--- src/rtl/root_engine_arbiter.sv ---
// root_engine_arbiter
// Shares one fixed-point root engine (10-bit radicand, 3-bit degree, Q10.10
// result) among N_REQ requesters with a round-robin grant. The granted
// operands are latched and held on the engine inputs for the whole
// computation. Each result is returned as a one-cycle pulse tagged with the
// requester ID.
// Optional feature: define ROOT_ARB_TIMEOUT_EN to add a BUSY watchdog.
// When it expires, the arbiter answers with rsp_err=1 and rsp_data=20'hFFFFF.
module root_engine_arbiter #(
   parameter int N_REQ          = 4,
   parameter int ID_W           = 2,
   parameter int TIMEOUT_CYCLES = 1023
) (
   input  logic                 clk,
   input  logic                 rst,
   input  logic [N_REQ-1:0]     req_valid,
   output logic [N_REQ-1:0]     req_ready,
   input  logic [N_REQ*10-1:0]  req_radicand,
   input  logic [N_REQ*3-1:0]   req_degree,
   output logic                 rsp_valid,
   output logic [ID_W-1:0]      rsp_id,
   output logic [19:0]          rsp_data,
   output logic                 rsp_err,
   output logic                 eng_in_valid,
   output logic [9:0]           eng_in_data_1,
   output logic [2:0]           eng_in_data_2,
   input  logic                 eng_out_valid,
   input  logic [19:0]          eng_out_data,
   output logic                 busy
);

   localparam logic [1:0] S_IDLE  = 2'd0;
   localparam logic [1:0] S_ISSUE = 2'd1;
   localparam logic [1:0] S_BUSY  = 2'd2;
   localparam logic [1:0] S_RESP  = 2'd3;

   // Reject configurations whose ID width cannot index the requesters.
   if (ID_W != $clog2(N_REQ) || TIMEOUT_CYCLES < 2) begin : g_param_check
      $error("root_engine_arbiter: ID_W must equal clog2(N_REQ) and TIMEOUT_CYCLES must be >= 2");
   end

   logic [1:0]       state_q, state_d;
   logic [ID_W-1:0]  ptr_q, ptr_d;
   logic [ID_W-1:0]  id_q, id_d;
   logic [9:0]       rad_q, rad_d;
   logic [2:0]       deg_q, deg_d;
   logic [19:0]      data_q, data_d;
   logic             err_q, err_d;

   logic             grant_any;
   logic [ID_W-1:0]  grant_idx;
   logic             accept;
   logic [9:0]       grant_rad;
   logic [2:0]       grant_deg;

`ifdef ROOT_ARB_TIMEOUT_EN
   localparam int CNT_W = $clog2(TIMEOUT_CYCLES + 1);
   logic [CNT_W-1:0] cnt_q, cnt_d;
   logic             timeout_hit;

   // Watchdog: cleared while issuing, so it starts at zero on BUSY entry.
   always_comb begin
      cnt_d = cnt_q;
      if (state_q == S_ISSUE) begin
         cnt_d = '0;
      end else if (state_q == S_BUSY) begin
         cnt_d = cnt_q + 1'b1;
      end
   end

   assign timeout_hit = (state_q == S_BUSY) && (cnt_q == CNT_W'(TIMEOUT_CYCLES - 1));

   // Watchdog counter register.
   always_ff @(posedge clk or posedge rst) begin
      if (rst) begin
         cnt_q <= '0;
      end else begin
         cnt_q <= cnt_d;
      end
   end
`endif

   // Round-robin search that starts just after the last granted requester.
   always_comb begin
      int          idx;
      logic [ID_W-1:0] cand;
      grant_any = 1'b0;
      grant_idx = '0;
      idx       = 0;
      cand      = '0;
      for (int k = 1; k <= N_REQ; k++) begin
         idx = int'(ptr_q) + k;
         if (idx >= N_REQ) idx = idx - N_REQ;
         cand = ID_W'(idx);
         if (!grant_any && req_valid[cand]) begin
            grant_any = 1'b1;
            grant_idx = cand;
         end
      end
   end

   // One-hot grant, offered only in IDLE and never during reset.
   always_comb begin
      req_ready = '0;
      if (state_q == S_IDLE && grant_any && !rst) begin
         req_ready[grant_idx] = 1'b1;
      end
   end

   assign accept    = |req_ready;
   assign grant_rad = req_radicand[int'(grant_idx)*10 +: 10];
   assign grant_deg = req_degree[int'(grant_idx)*3 +: 3];

   // Transaction sequencing: accept, issue, wait for the engine, respond.
   always_comb begin
      // NOTE: every variable gets a hold-value default up front so no path leaves it unassigned (no latches).
      state_d = state_q;
      ptr_d   = ptr_q;
      id_d    = id_q;
      rad_d   = rad_q;
      deg_d   = deg_q;
      data_d  = data_q;
      err_d   = err_q;
      case (state_q)
         S_IDLE: begin
            if (accept) begin
               ptr_d = grant_idx;
               id_d  = grant_idx;
               rad_d = grant_rad;
               deg_d = grant_deg;
               if (grant_deg == 3'd0) begin
                  data_d  = '0;
                  err_d   = 1'b1;
                  state_d = S_RESP;
               end else begin
                  state_d = S_ISSUE;
               end
            end
         end
         S_ISSUE: state_d = S_BUSY;
         S_BUSY: begin
            if (eng_out_valid) begin
               data_d  = eng_out_data;
               err_d   = 1'b0;
               state_d = S_RESP;
            end
`ifdef ROOT_ARB_TIMEOUT_EN
            else if (timeout_hit) begin
               data_d  = 20'hFFFFF;
               err_d   = 1'b1;
               state_d = S_RESP;
            end
`endif
         end
         S_RESP:  state_d = S_IDLE;
         default: state_d = S_IDLE;
      endcase
   end

   // State and operand/result registers.
   always_ff @(posedge clk or posedge rst) begin
      if (rst) begin
         state_q <= S_IDLE;
         ptr_q   <= ID_W'(N_REQ - 1);
         id_q    <= '0;
         rad_q   <= '0;
         deg_q   <= '0;
         data_q  <= '0;
         err_q   <= 1'b0;
      end else begin
         // NOTE: non-blocking assignments so every register samples pre-edge values.
         state_q <= state_d;
         ptr_q   <= ptr_d;
         id_q    <= id_d;
         rad_q   <= rad_d;
         deg_q   <= deg_d;
         data_q  <= data_d;
         err_q   <= err_d;
      end
   end

   assign rsp_valid     = (state_q == S_RESP);
   assign rsp_id        = id_q;
   assign rsp_data      = data_q;
   assign rsp_err       = err_q;
   assign eng_in_valid  = (state_q == S_ISSUE);
   assign eng_in_data_1 = rad_q;
   assign eng_in_data_2 = deg_q;
   assign busy          = (state_q != S_IDLE);

endmodule

--- config.mk ---
export PLATFORM = sky130hd
export DESIGN_NAME = root_engine_arbiter
export DESIGN_NICKNAME = d
export VERILOG_FILES = /design/src/rtl/root_engine_arbiter.sv
export SDC_FILE = /design/constraint.sdc
export NUM_CORES = 1
export LEC_CHECK = 0
export CORE_ASPECT_RATIO = 1.5
export CORE_MARGIN = 1.5
export CORE_UTILIZATION = 42
export DETAILED_ROUTE_END_ITERATION = 16
export HOLD_SLACK_MARGIN = 0.06
export PLACE_DENSITY_LB_ADDON = 0.08
export SLEW_MARGIN = 20
export SYNTH_ARGS = -nofsm -noshare
export SYNTH_HDL_FRONTEND = slang
export SYNTH_SLANG_ARGS = --single-unit
--- constraint.sdc ---
create_clock -name clk -period 6.22 [get_ports clk]
set_clock_uncertainty 0.15 [all_clocks]
set_input_delay 1.555 -clock clk [delete_from_list [all_inputs] [get_ports clk]]
set_output_delay 1.555 -clock clk [all_outputs]
set_load 0.03 [all_outputs]
## Word-level counts from Yosys, hierarchy flattened

Index checks and enable logic that the tools add are counted.

| word-level totals | value |
|---|---|
| memory bits (read-only) | 0 |
| bits in latches | 0 |
| register bits | 40 |
| memories | 0 |
| output and inout bits | 43 |
| logic and storage cells | 88 |
| input port bits | 79 |
| memory bits (writable) | 0 |

| cells by class | value |
|---|---|
| reductions and logical operators | 18 |
| multiply operators | 2 |
| add/subtract/negate cells | 8 |
| div/mod/pow operators | 0 |
| bitwise operators | 0 |
| order comparisons | 10 |
| equality and inequality tests | 6 |
| mux-type cells | 35 |
| shift-type cells | 2 |

Operators with widths:

| cell | number |
|---|---|
| two-way mux 20 bit | 3 |
| case mux 20 bit (2 select lines) | 1 |
| variable part select 40 x 7 -> 10 bit | 1 |
| two-way mux 2 bit | 11 |
| less-than comparator 2 x 3 -> 1 bit (second input constant) | 5 |
| two-way mux 1 bit | 12 |
| variable part select 12 x 5 -> 3 bit | 1 |
| greater-or-equal comparator 3 bit (second input constant) | 3 |
| binary-select mux 1 bit (select 2 bit) | 4 |
| case mux 2 bit (4 select lines) | 1 |
| subtractor 2 x 1 -> 2 bit (second input constant) | 4 |
| adder 2 x 2 -> 3 bit (second input constant) | 2 |
| logical AND 1 bit | 6 |
| multiplier 2 x 3 -> 5 bit (second input constant) | 1 |
| adder 2 x 3 -> 4 bit (second input constant) | 1 |
| == test 2 bit (second input constant) | 2 |
| greater-or-equal comparator 4 x 3 -> 1 bit (second input constant) | 1 |
| logical NOT 1 bit | 4 |
| multiplier 2 x 2 -> 4 bit (second input constant) | 1 |
| two-way mux 4 bit | 1 |
| != test 2 bit (second input constant) | 2 |
| AND reduction 2 bit | 2 |
| AND reduction 4 bit | 1 |
| nonzero test 2 bit | 2 |
| other kinds (9) | 9 |

## Depth between registers and ports, before layout

Gate-level depths: netlist (run 1).

| depth | value |
|---|---|
| word-level depth | 23 |
| depth in mapped cells | 9 |

## Worst setup path before layout (run 1)

Ideal clock, no wire load.

| timing | value |
|---|---|
| path type | input -> output |
| start point | input port rst |
| end point | output port req_ready[0] |
| stages on the path | 4 |
| data arrival time | 3813 ps |
| buffers on the path | 1 |
| setup slack | 702 ps |
| data required time | 4515 ps |
| path through | inv_1 -> o311ai_1 -> clkbuf_1 -> nor3_1 |

| between the ends | value |
|---|---|
| cells in the longest elaborated chain, start to end | 3 |

RTL lines:

| what | line | text |
|---|---|---|
| start, declared | 15 | `input logic rst,` |
| logical NOT 1 bit (no source line) | -- |  |
| logical AND 1 bit | 105 | `if (state_q == S_IDLE && grant_any && !rst) begin` |
| two-way mux 4 bit | 105 |  |
| end, declared | 17 | `output logic [N_REQ-1:0] req_ready,` |

No other way between the ends.

## Worst setup path after layout (run 1)

| timing | value |
|---|---|
| start point | input port req_valid[3] |
| end point | output port req_ready[0] |

| between the ends | value |
|---|---|
| cells in the longest elaborated chain, start to end | 17 |
| elaborated cells between the ends (all ways) | 30 |
| classes of those cells | order compare: 2; mux: 19; reduce/logical: 9 |

RTL lines:

| what | line | text |
|---|---|---|
| start, declared | 16 | `input logic [N_REQ-1:0] req_valid,` |
| binary-select mux 1 bit (select 2 bit) | 95 | `if (!grant_any && req_valid[cand]) begin` |
| two-way mux 1 bit (not written as such) | 95 |  |
| two-way mux 1 bit | 95 |  |
| logical NOT 1 bit | 95 |  |
| logical AND 1 bit | 95 |  |
| two-way mux 1 bit | 95 |  |
| logical NOT 1 bit | 95 |  |
| logical AND 1 bit | 95 |  |
| two-way mux 1 bit | 95 |  |
| logical NOT 1 bit | 95 |  |
| logical AND 1 bit | 95 |  |
| two-way mux 2 bit | 95 |  |
| less-than comparator 2 x 3 -> 1 bit (not written as such) or greater-or-equal comparator 2 x 1 -> 1 bit (tied branches) | 106 | `req_ready[grant_idx] = 1'b1;` |
| logical AND 1 bit (not written as such) | 106 |  |
| two-way mux 1 bit (not written as such) | 106 |  |
| demux 1 bit (select 2 bit) | 106 |  |
| two-way mux 4 bit (*) | 105 |  |

Every way passes the cells marked *; elsewhere a longest branch is shown, timed or not. The select of a mux whose other input is x is not followed.

==> flow_metrics.tcl, run 1 <==
set metrics [dict create \
    power.leakage_nw 1.52 \
    cts_tree "done" \
    synth_edf_count 0 \
    placed_area_sq_mm 0.00351 \
    grt_pass1_wl_um 9450 \
    syn_area_per_cell_sq_um 9.51 \
    power_frac_comb_pct 59.6 \
    syn_area_sq_mm 0.00223 \
    cts_buffers 5 \
    wl_met1_um 2400 \
    finalMaxSlewViolations 0 \
    worst_path_largest_cell_delay_ns 0.69 \
    hold_start "eng_in_data_2[0]" \
    yosysTopAreaCellShare_pct 42.7 \
    yosys.area_share.simple_pct 16.0 \
    worst_pin_slew_ns 0.826 \
    wl_met2_um 3060 \
    cpMostUsedCell "clkdlybuf4s50_1" \
    grt_overflow_total 0 \
    cts_root_buf "clkbuf_8" \
    port_buffers 121 \
    synth_xor_area_share_pct 0 \
    top_layer "met4" \
    seq_area_frac_synth_pct 45.1 \
    p_int_mw 0.959 \
    crit_slowest_cell "clkdlybuf4s50_1" \
    r2r_start "ptr_q[0]" \
    min_period_ns 5.48 \
    outcome "completed" \
    fmax_ghz 0.182 \
    diodes 0 \
    synthesis.nets 318 \
    utilization_pct 71.0 \
    grt_antenna_before_repair 0 \
    yosys.area.top_type "dfrtp_1" \
    switching_share_pct 43.4 \
    syn-instance-count 234 \
    synth_area_leaders "dfrtp_1 (43%), o2bb2ai_1 (7.9%), mux2_2 (6.6%), o21ai_0 (6.1%), mux2i_1 (5.8%)" \
    clkTransAtPathRegs_ns 0.07 \
    rsz0062_at_grt "no" \
    min-delay-path-class "flop to flop" \
    ys.flop_type "dfrtp_1" \
    fin_cells 419 \
    track_usage_pct 20.6 \
    tns_ns 0 \
    remaining_drc_errors 0 \
    clk_latency_ns 0.28 \
    ios 122 \
    grt_pass1_vias 2076 \
    worst_setup_path_end_kind "output pin" \
    clockBufferDepth 2 \
    avgViaCountPerCell 5.21 \
    synth_top_family_by_area "compound AO/OA/AOI/OAI gates" \
    grt_start_max_net_pins 41 \
    synth_compound_area_share_pct 19.1 \
    cts_setup_buffers 0 \
    cts.sinks 40 \
    cts_resized 0 \
    required_ns 4.51 \
    wire_per_inst_um 14.2 \
    fp.dieH_um 92.2 \
    startpoint "req_valid[3]" \
    n_fill_cell 439 \
    area_delta_synth_final_pct 63.5 \
    drtIter0Drc 75 \
    path_cells "clkdlybuf4s50_1 -> nand2b_1 -> o21ai_1 -> a211oi_4 -> inv_1 -> nor3_1 -> clkdlybuf4s50_1" \
    crit_type "input pin to output pin" \
    die_w_um 62.4 \
    setup_violations 0 \
    yosys_warnings 0 \
    holdBufCountCts 0 \
    p_seq_share_pct 26.1 \
    path_max_fanout 6 \
    relSlewSlack_pct 44.9 \
    vdd_drop_max_mv 0.227 \
    cts_max_level 2 \
    start_util_pct 43.4 \
    final_area_sq_mm 0.00364 \
    period_share_pct 88.2 \
    setup_slack_ns 0.737 \
    cp.arrival_ns 3.78 \
    pwr-share-clk_pct 14.3 \
    vias 2184 \
    ys_ff_latch 40 \
    core_area_sq_mm 0.00512 \
    synthMuxAreaShare_pct 12.4 \
    ys_types 34 \
    maxCapViolCount 0 \
    wl_um 5950 \
    switching_power_mw 0.736 \
    synth_fa_ha_area_share_pct 2.81 \
    p_per_area_mw_per_mm2 466 \
    final_nets 435 \
    dp_cells 412 \
    dp_slack_ns 0.723 \
    drive_above_1_share_pct 9.97 \
    dr_wl_met3_um 367 \
    critPathLaunchType "input pin" \
    rows 32 \
    dp_hpwl_um 4550 \
    dr.pass1.iters 4 \
    die_area_sq_mm 0.00575 \
    async_reset_ff_share_pct 100 \
    hold_viol_final 0 \
    ant_nets 0 \
    gp_congestion 0.741 \
]
cell families after synthesis:
| family | Yosys count |
|---|---|
| AO/OA/AOI/OAI | 62 |
| adder cells (fa/ha/maj) | 5 |
| buffers and inverters | 24 |
| flip-flops | 40 |
| multiplexers | 26 |
| AND/OR/NAND/NOR | 77 |
flip-flops by register name, summed over array words and instances, names as in the netlist:
| signal | cells |
|---|---|
| rsp_err | 1 |
| state_q | 2 |
| ptr_q | 2 |
| eng_in_data_1 | 10 |
| eng_in_data_2 | 3 |
| rsp_id | 2 |
| rsp_data | 20 |
path summary, 6_finish.rpt:
check / endpoint / slack (ns) / cells after the start
max: req_ready[0] / 0.74 / 7
min: eng_in_data_2[0] / 0.33 / 2
max reg2reg: rsp_err / 2.74 / 10
min reg2reg: eng_in_data_2[0] / 0.33 / 2
max in group asynchronous: ptr_q[0] / 3.87 / 3
min in group asynchronous: eng_in_data_1[0] / 1.69 / 3
area by class of cell:
cell class | instances | area (sq um) | area share, %
timing repair buffer | 127 | 1260 | 34.5
multi-input combinational | 170 | 1140 | 31.3
sequential | 40 | 1000 | 27.6
tap | 68 | 85.1 | 2.34
clock buffer | 5 | 68.8 | 1.89
clock inverter | 2 | 60.1 | 1.65
inverter | 7 | 26.3 | 0.722
power by group through the flow:
stage,Combinational (mW),Clock [mW],Sequential (mW)
2_1_floorplan,0.462,0,0.629
3_3_place_gp,1.00,0,0.441
3_5_place_dp,1.02,0,0.445
4_1_cts,1.02,0.250,0.443
5_1_grt,1.09,0.261,0.457
6_report,1.01,0.243,0.443
worst max-delay path, delay by kind of cell:
family	cells	cell delay (ns)
AO/OA/AOI/OAI	2	0.49
buffers and inverters	3	1.37
AND/OR/NAND/NOR	2	0.36
cells in the final DEF (no fill, tap or decap), types with 2 or more instances in the layout:
master,Yosys,final
clkdlybuf4s50_1,0,121
nand3_1,20,20
a21oi_1,6,6
inv_1,7,6
dfstp_2,2,2
mux2i_1,13,13
mux2_2,13,13
buf_4,2,6
nor4b_1,2,2
nor2_1,13,13
nor3_1,3,3
clkbuf_8,0,5
dfrtp_1,38,38
nand2_1,29,29
nand2b_1,3,3
bufinv_16,0,2
o21ai_0,27,27
nor2b_1,2,2
ha_1,5,5
o2bb2ai_1,20,20
through the flow:
step,hold slack (ns),power [mW]
after floorplan,0.333,1.09
after global placement,0.312,1.44
after detailed placement,0.321,1.46
after CTS,0.338,1.71
after global routing,0.358,1.81
final,0.330,1.70
cell usage after synthesis, types with 5 or more instances:
cell type,n
inv_1,7
o21ai_0,27
dfrtp_1,38
nor2_1,13
nand3_1,20
nand2_1,29
mux2i_1,13
ha_1,5
a21oi_1,6
o2bb2ai_1,20
mux2_2,13
clkbuf_1,10
layer usage:
metal  up-vias  GRT usage, %
li1       1065             -
met1      1020          24.1
met3        10          4.66
met4         0          8.33
met2        89          36.2
met5         -             0
Power figures use the tool's default switching activity.
==> run 2, diff against run 1 <==
CORE_MARGIN = default   (was 1.5)
HOLD_SLACK_MARGIN = default   (was 0.06)
==> run 2 against run 1 <==
Net effect:
- fmax shrank 0.98%
- via count is 1.6% lower
- register-to-register slack lost 0.04 ns
- sequential share of layout area rose by 0.13 points
- die area shrank 2.7%
- critical path depth did not move
- sequential power hardly changed
- non-clock buffer count unchanged
- hold slack better by 0.00085 ns
- combinational power hardly changed
- critical endpoint unchanged
- core utilization decreased by 0.34 points
==> flow_metrics.tcl, run 2 (synthesis gave the netlist of run 1 again) <==
set metrics [dict create \
    final_common_cell "clkdlybuf4s50_1" \
    drtIter0Drc 108 \
    grt_pass1_vias 2041 \
    r2r_setup_slack_ns 2.70 \
    port_buffers 121 \
    crit_cells 7 \
    finalMaxSlewViolations 0 \
    p_per_area_mw_per_mm2 457 \
    crit_type "input pin to output pin" \
    fp.dieH_um 91.2 \
    vias 2148 \
    fmax_ghz 0.181 \
    clkTransAtPathRegs_ns 0.08 \
    avgViaCountPerCell 5.11 \
    setup_violations 0 \
    required_ns 4.51 \
    startpoint "req_valid[3]" \
    dp_hpwl_um 4370 \
    core_area_sq_mm 0.00512 \
    area_delta_synth_final_pct 62.7 \
    cp_top_family "buffers and inverters" \
    cts_buffers 5 \
    register_area_sq_mm 0.00100 \
    rows 32 \
    remaining_drc_errors 0 \
    path_cells "clkdlybuf4s50_1 -> nand2b_1 -> o21ai_1 -> a211oi_4 -> inv_1 -> nor3_1 -> clkdlybuf4s50_1" \
    cts.sinks 40 \
    n_fill_cell 456 \
    clockBufferDepth 2 \
    grt_pass1_wl_um 8960 \
    holdBufCountCts 0 \
    outcome "completed" \
    setup_slack_ns 0.682 \
    r2r_end "rsp_err" \
    cts_resized 0 \
    tns_ns 0 \
    min_period_ns 5.54 \
    period_share_pct 89.0 \
    grt_antenna_before_repair 0 \
    dp_slack_ns 0.672 \
    wire_per_inst_um 13.7 \
    hold_slack_ns 0.331 \
    grt_start_max_net_pins 38 \
    vdd_drop_max_mv 0.260 \
    drive_above_1_share_pct 10.2 \
    clk_latency_ns 0.28 \
    ff2ff_path_depth 10 \
    final_nets 435 \
    largest_reg_flops 20 \
    power.leakage_nw 1.51 \
    cts_tree "done" \
    relSlewSlack_pct 44.3 \
    die_area_sq_mm 0.00560 \
    final_cell_mix "clkdlybuf4s50_1 (121), dfrtp_1 (38), nand2_1 (29)" \
    min-delay-path-class "flop to flop" \
    cpMostUsedCell "clkdlybuf4s50_1" \
    worst_pin_slew_ns 0.836 \
    grt_overflow_total 0 \
    crit_end "req_ready[0]" \
    gp_congestion 0.780 \
    dr.pass1.iters 4 \
    crit_slowest_cell "clkdlybuf4s50_1" \
    die_w_um 61.4 \
    multiInputGateArea_sq_mm 0.00114 \
    cts_root_buf "clkbuf_8" \
    ant_nets 0 \
    cts_max_level 2 \
    rsz0062_at_grt "no" \
    worst-path-buf-inv 3 \
    wl_um 5750 \
    maxCapViolCount 0 \
    whs_path_depth 2 \
    worst_setup_path_end_kind "output pin" \
    track_usage_pct 21.2 \
    diodes 0 \
    start_util_pct 43.4 \
    cp.arrival_ns 3.83 \
    hold_viol_final 0 \
    worst_path_largest_cell_delay_ns 0.70 \
    ios 122 \
    path_max_fanout 7 \
    cts_setup_buffers 0 \
    r2r_start "ptr_q[0]" \
    critPathLaunchType "input pin" \
]
## run 2: cell count changes in the layout (fill, tap and decap cells not counted)
cell and change:
clkinvlp_4 +1, bufinv_16 -1, clkinv_2 +1
## run 2: layer usage
layer	share of wire, %	global-route usage (%)	wire (um)
met2	51	37.1	2920
met1	40	23.6	2280
met5	0	0	0
met3	7.6	4.99	437
met4	1.9	8.15	112
## run 2: area by class of cell
class,instances,share of cell area [%]
timing repair buffer,127,34.7
inverter,7,0.726
clock buffer,5,1.90
clock inverter,3,1.17
sequential,40,27.7
tap,68,2.35
multi-input combinational,170,31.4
## run 2: worst min-delay path by stage
stage / start / endpoint / slack [ns]
floorplan: ptr_q[0] / ptr_q[0] / 0.33
global placement: eng_in_data_1[9] / eng_in_data_1[9] / 0.31
detailed placement: eng_in_data_1[9] / eng_in_data_1[9] / 0.32
CTS: eng_in_data_1[9] / eng_in_data_1[9] / 0.34
global route: rsp_data[19] / rsp_data[19] / 0.35
finish: eng_in_data_1[9] / eng_in_data_1[9] / 0.33
## run 2: per-stage QoR
stage | total power [mW] | util [%] | area [sq um] | instances
2_1_floorplan | 1.09 | - | 2230 | 234
6_report | 1.65 | 70.7 | 3620 | 420
5_1_grt | 1.77 | 70.7 | 3620 | 420
3_5_place_dp | 1.46 | 68.5 | 3510 | 412
4_1_cts | 1.67 | 70.7 | 3620 | 420
3_3_place_gp | 1.44 | 68.5 | 3510 | 412
## run 2: worst register-to-register path, stage by stage (launching register included)
cell and delay (ns):
dfstp_2 0.54, nand2b_1 0.13, o21ai_1 0.12, a211oi_4 0.40
buf_4 0.43, nor4_1 0.09, or4_1 0.54, a21oi_2 0.14
buf_4 0.25, or2b_2 0.42, mux2i_1 0.23
## run 2: power breakdown
group	internal, mW	total, mW	switching, mW
Sequential	0.376	0.442	0.0660
Clock	0.119	0.208	0.0891
Combinational	0.425	1.01	0.580
==> run 3, diff against run 2 <==
CELL_PAD_IN_SITES_DETAIL_PLACEMENT = 0   (was default)
CELL_PAD_IN_SITES_GLOBAL_PLACEMENT = 1   (was default)
CORE_UTILIZATION = 30   (was 42)
SLEW_MARGIN = default   (was 20)
==> run 3 against run 2 <==
Net effect:
- routed wire length grew 6.2%
- count of clock-buffer cells in the layout grew 1
- register-to-register slack gained 0.07 ns
- global-route usage is 5.2 points lower
- hold slack worse by 0.0011 ns
- via count fell by 0.61%
- setup slack improved by 0.12 ns
- power shrank 0.21%
==> flow_metrics.tcl, run 3 (synthesis gave the netlist of run 1 again) <==
set metrics [dict create \
    outcome "completed" \
    path_max_fanout 6 \
    diodes 0 \
    die_area_sq_mm 0.00778 \
    dr.pass1.iters 4 \
    clockBufferDepth 2 \
    cpMostUsedCell "clkdlybuf4s50_1" \
    maxCapViolCount 0 \
    total_power_mw 1.65 \
    cp.arrival_ns 3.71 \
    clkTransAtPathRegs_ns 0.08 \
    worst_path_largest_cell_delay_ns 0.69 \
    grt_overflow_total 0 \
    setup_violations 0 \
    start_util_pct 30.8 \
    drive_above_1_share_pct 9.97 \
    p_seq_share_pct 26.6 \
    setup_slack_ns 0.803 \
    grt_start_max_net_pins 37 \
    period_share_pct 87.1 \
    cts_resized 0 \
    fmax_ghz 0.185 \
    switching_share_pct 44.5 \
    grt_pass1_vias 2043 \
    final_common_cell "clkdlybuf4s50_1" \
    avgViaCountPerCell 4.73 \
    area_delta_synth_final_pct 64.1 \
    power_frac_comb_pct 60.7 \
    p_int_mw 0.916 \
    hold_slack_ns 0.330 \
    grt_antenna_before_repair 0 \
    wl_um 6110 \
    final_nets 434 \
    required_ns 4.51 \
    ant_nets 0 \
    port_buffers 121 \
    cts.sinks 40 \
    n_fill_cell 717 \
    fin_cells 451 \
    gp_congestion 0.723 \
    cts_max_level 2 \
    rsz0062_at_grt "no" \
    min-delay-path-class "flop to flop" \
    vias 2135 \
    wire_per_inst_um 13.5 \
    remaining_drc_errors 0 \
    cts_root_buf "clkbuf_8" \
    drtIter0Drc 82 \
    ios 122 \
    fp.dieH_um 107 \
    finalMaxSlewViolations 0 \
    crit_cells 7 \
    vdd_drop_max_mv 0.287 \
    whs_path_depth 2 \
    worst-path-buf-inv 3 \
    switching_power_mw 0.735 \
    cts_buffers 5 \
    crit_type "input pin to output pin" \
    worst_setup_path_end_kind "output pin" \
    cts_setup_buffers 0 \
    ff2ff_path_depth 10 \
    die_w_um 72.3 \
    clk_latency_ns 0.29 \
    dp_hpwl_um 4560 \
    hold_viol_final 0 \
    path_cells "clkdlybuf4s50_1 -> nand2b_1 -> o21ai_1 -> a211oi_4 -> inv_1 -> nor3_1 -> clkdlybuf4s50_1" \
    grt_pass1_wl_um 9750 \
    largest_reg_flops 20 \
    critPathLaunchType "input pin" \
    rows 38 \
    utilization_pct 50.6 \
    power.leakage_nw 1.50 \
    dp_slack_ns 0.786 \
    relSlewSlack_pct 36.0 \
    tns_ns 0 \
    worst_pin_slew_ns 0.960 \
    track_usage_pct 16.0 \
    final_area_sq_mm 0.00365 \
    final_cell_mix "clkdlybuf4s50_1 (121), dfrtp_1 (38), nand2_1 (29)" \
    cts_tree "done" \
    placed_area_sq_mm 0.00355 \
    pwr-share-clk_pct 12.7 \
    crit_slowest_cell "clkdlybuf4s50_1" \
    core_area_sq_mm 0.00723 \
    dp_cells 443 \
    holdBufCountCts 0 \
    min_period_ns 5.42 \
    p_per_area_mw_per_mm2 452 \
    cp_top_family "buffers and inverters" \
]
run 3: changes by cell type in the layout (fill, tap and decap cells not counted):
| cell | delta |
|---|---|
| clkbuf_1 | +1 |
| clkinvlp_4 | -1 |
| buf_4 | -1 |
| a21oi_1 | -1 |
| a21oi_2 | +1 |
run 3: worst reg2reg max path, delay by kind of cell, from the launching register on:
family	cells	cell delay (ns)
compound gates	3	0.61
buf+inv	2	0.68
simple gates	4	1.17
mux	1	0.22
flops	1	0.54
run 3: layout make-up:
class | count | area [sq um] | share of cell area, %
Timing Repair Buffer | 126 | 1250 | 34.2
Multi-Input combinational cell | 170 | 1140 | 31.3
Sequential cell | 40 | 1000 | 27.5
Tap cell | 100 | 125 | 3.42
Clock buffer | 6 | 72.6 | 1.99
Clock inverter | 2 | 35.0 | 0.959
Inverter | 7 | 26.3 | 0.719
run 3: power groups by stage:
stage               combinational, mW  clock, mW  sequential [mW]
global route                     1.09      0.231            0.455
global placement                 1.02          0            0.443
CTS                              1.02      0.219            0.442
floorplan                       0.462          0            0.629
detailed placement               1.02          0            0.445
finish                           1.00      0.210            0.440
run 3: worst paths after layout:
kind	startpoint	to	slack (ns)
min in group asynchronous	rst	rsp_id[1]	1.33
setup / recovery	req_valid[3]	req_ready[0]	0.80
hold / removal	rsp_id[1]	rsp_id[1]	0.33
setup reg to reg	ptr_q[0]	rsp_err	2.77
hold reg to reg	rsp_id[1]	rsp_id[1]	0.33
max in group asynchronous	rst	eng_in_data_1[4]	3.88
run 3: layer usage:
layer	GRT usage, %	up-vias	wire [um]
met2	28.0	75	3140
li1	-	1068	-
met4	5.04	0	74
met3	4.21	6	377
met1	18.6	986	2520
met5	0	-	0
==> edit: new RTL, config.mk and constraints of run 3 <==
`data_q` no longer has a reset.
--- a/src/rtl/root_engine_arbiter.sv
+++ b/src/rtl/root_engine_arbiter.sv
@@ -167,3 +167,2 @@
          deg_q   <= '0;
-         data_q  <= '0;
          err_q   <= 1'b0;
@@ -176,5 +175,8 @@
          deg_q   <= deg_d;
-         data_q  <= data_d;
          err_q   <= err_d;
       end
+   end
+
+   always_ff @(posedge clk) begin
+      data_q <= data_d;
    end
Check against the original RTL: differs if rst is asserted again (counterexample within 4 cycles, from zero or initial values and one cycle with rst high); with rst held inactive, the same outputs for 4 cycles.
==> edit against run 3 <==
Synthesized area down 0.90%; critical path depth down 1; core utilization up 1.4 points; routed wire length down 7.7%; worst hold slack better by 18 ps; design area down 0.51%; worst setup slack better by 180 ps; sequential cell count unchanged; total power down 7.9%; critical endpoint is now req_ready[3]; largest cell class unchanged.
==> edit: results <==
[worst_setup_path]
critPathTopFamily = "compound AO/OA/AOI/OAI gates"
r2r-start = "state_q[0]$_DFFE_PP0P_"
r2r_slack_ps = 3130
crit_end = "req_ready[3]"
r2r-end = "rsp_data[4]$_SDFFCE_PN0P_"
cpPeakStageDelay_ps = 690
crit_arrival_ps = 3530
reg2regPathDepth = 9
startpoint = "req_valid[1]"
cpMaxStageDelayCell = "a311oi_4"
cp_max_fo = 13

[layout]
drive_gt1_frac = 0.103
fill_cells = 664
num-nets-final = 414

[pwr]
leakage_nw = 1.47
switching_power_w = 0.000620
irDropWorstVdd_v = 0.000196
pg_seq_w = 0.000461

[status]
status = "finished, final reports clean"

[clock_network]
clock_latency_ps = 280
clk_pin_slew_ps = 80
cts_setup_buffers = 0

[routing]
drt_pre_antenna_iters = 3
wl_per_cell_um = 13.2
viasPerCell = 4.49
wl_um = 5640
first_iter_violations = 35

[min_path]
worstHoldStart = "rsp_id[1]$_DFFE_PP0P_"
holdPathEnd = "rsp_id[1]$_DFFE_PP0P_"

[global_route]
grt_max_degree = 27
grt_util_all_layers = 0.150
grt_pass1_vias = 1987
grt_pass1_wl_um = 9150
antenna_found_initial = 0

[timing]
slew-limit-headroom = 0.528
fin_ws_ps = 982
setup_violations = 0

[synthesis]
synth_commonest_cells = "and2_1, edfxtp_1, inv_1"
ys_seq_area_frac = 0.500
yosysUniqueCellTypes = 29
synth_edf_count = 20
ys_async_sr_fraction = 0.500
synthCells = 209
synth_top_area_frac = 0.272
ys_top_cells_by_area = "edfxtp_1, dfrtp_1, mux2i_1"
syn-num-nets = 293

[place]
place.gp.congestion = 0.749
place_hpwl_um = 4470
placedCellCount = 420
[edit: cell count changes after synthesis, sizes merged, moves of 4 or more]
| cell | run 3 | this run |
|---|---|---|
| nor3 | 3 | 7 |
| edfxtp | 0 | 20 |
| and2 | 0 | 20 |
| o21ai | 28 | 15 |
| dfrtp | 38 | 18 |
| nand3 | 20 | 0 |
| nor2 | 13 | 8 |
| inv | 7 | 20 |
| mux2i | 13 | 18 |
| o2bb2ai | 20 | 0 |
| o211ai | 0 | 13 |
| nand2 | 29 | 18 |
[edit: cell type report]
type | instances | area [sq um] | share of cell area
clock inverters | 2 | 35.0 | 0.00964
multi-input cells | 137 | 988 | 0.272
flip-flops and latches | 40 | 1100 | 0.304
clock buffers | 6 | 72.6 | 0.0200
inverters | 20 | 75.1 | 0.0207
repair buffers | 126 | 1240 | 0.341
well taps | 97 | 121 | 0.0334
[edit: cells by family after synthesis]
logic type               synth area share
AND/OR/NAND/NOR                     0.145
buffers and inverters              0.0590
multiplexers                        0.148
AO/OA/AOI/OAI                       0.119
flip-flops                          0.500
adder cells (fa/ha/maj)            0.0284
[edit: through the flow]
stage / util / instance area (sq um) / hold WS (ps) / total power, W
4_1_cts: 0.520 / 3630 / 352 / 0.00155
3_5_place_dp: 0.505 / 3530 / 334 / 0.00133
3_3_place_gp: 0.505 / 3530 / 335 / 0.00133
5_1_grt: 0.520 / 3630 / 386 / 0.00163
6_report: 0.520 / 3630 / 349 / 0.00152
2_1_floorplan: - / 2210 / 355 / 0.00101
[edit: metal layers]
metal	GRT usage	vias to the layer above	wire length, um
li1	-	966	-
met2	0.274	86	2930
met1	0.170	865	2290
met5	0	-	0
met4	0.0378	0	45
met3	0.0404	4	372
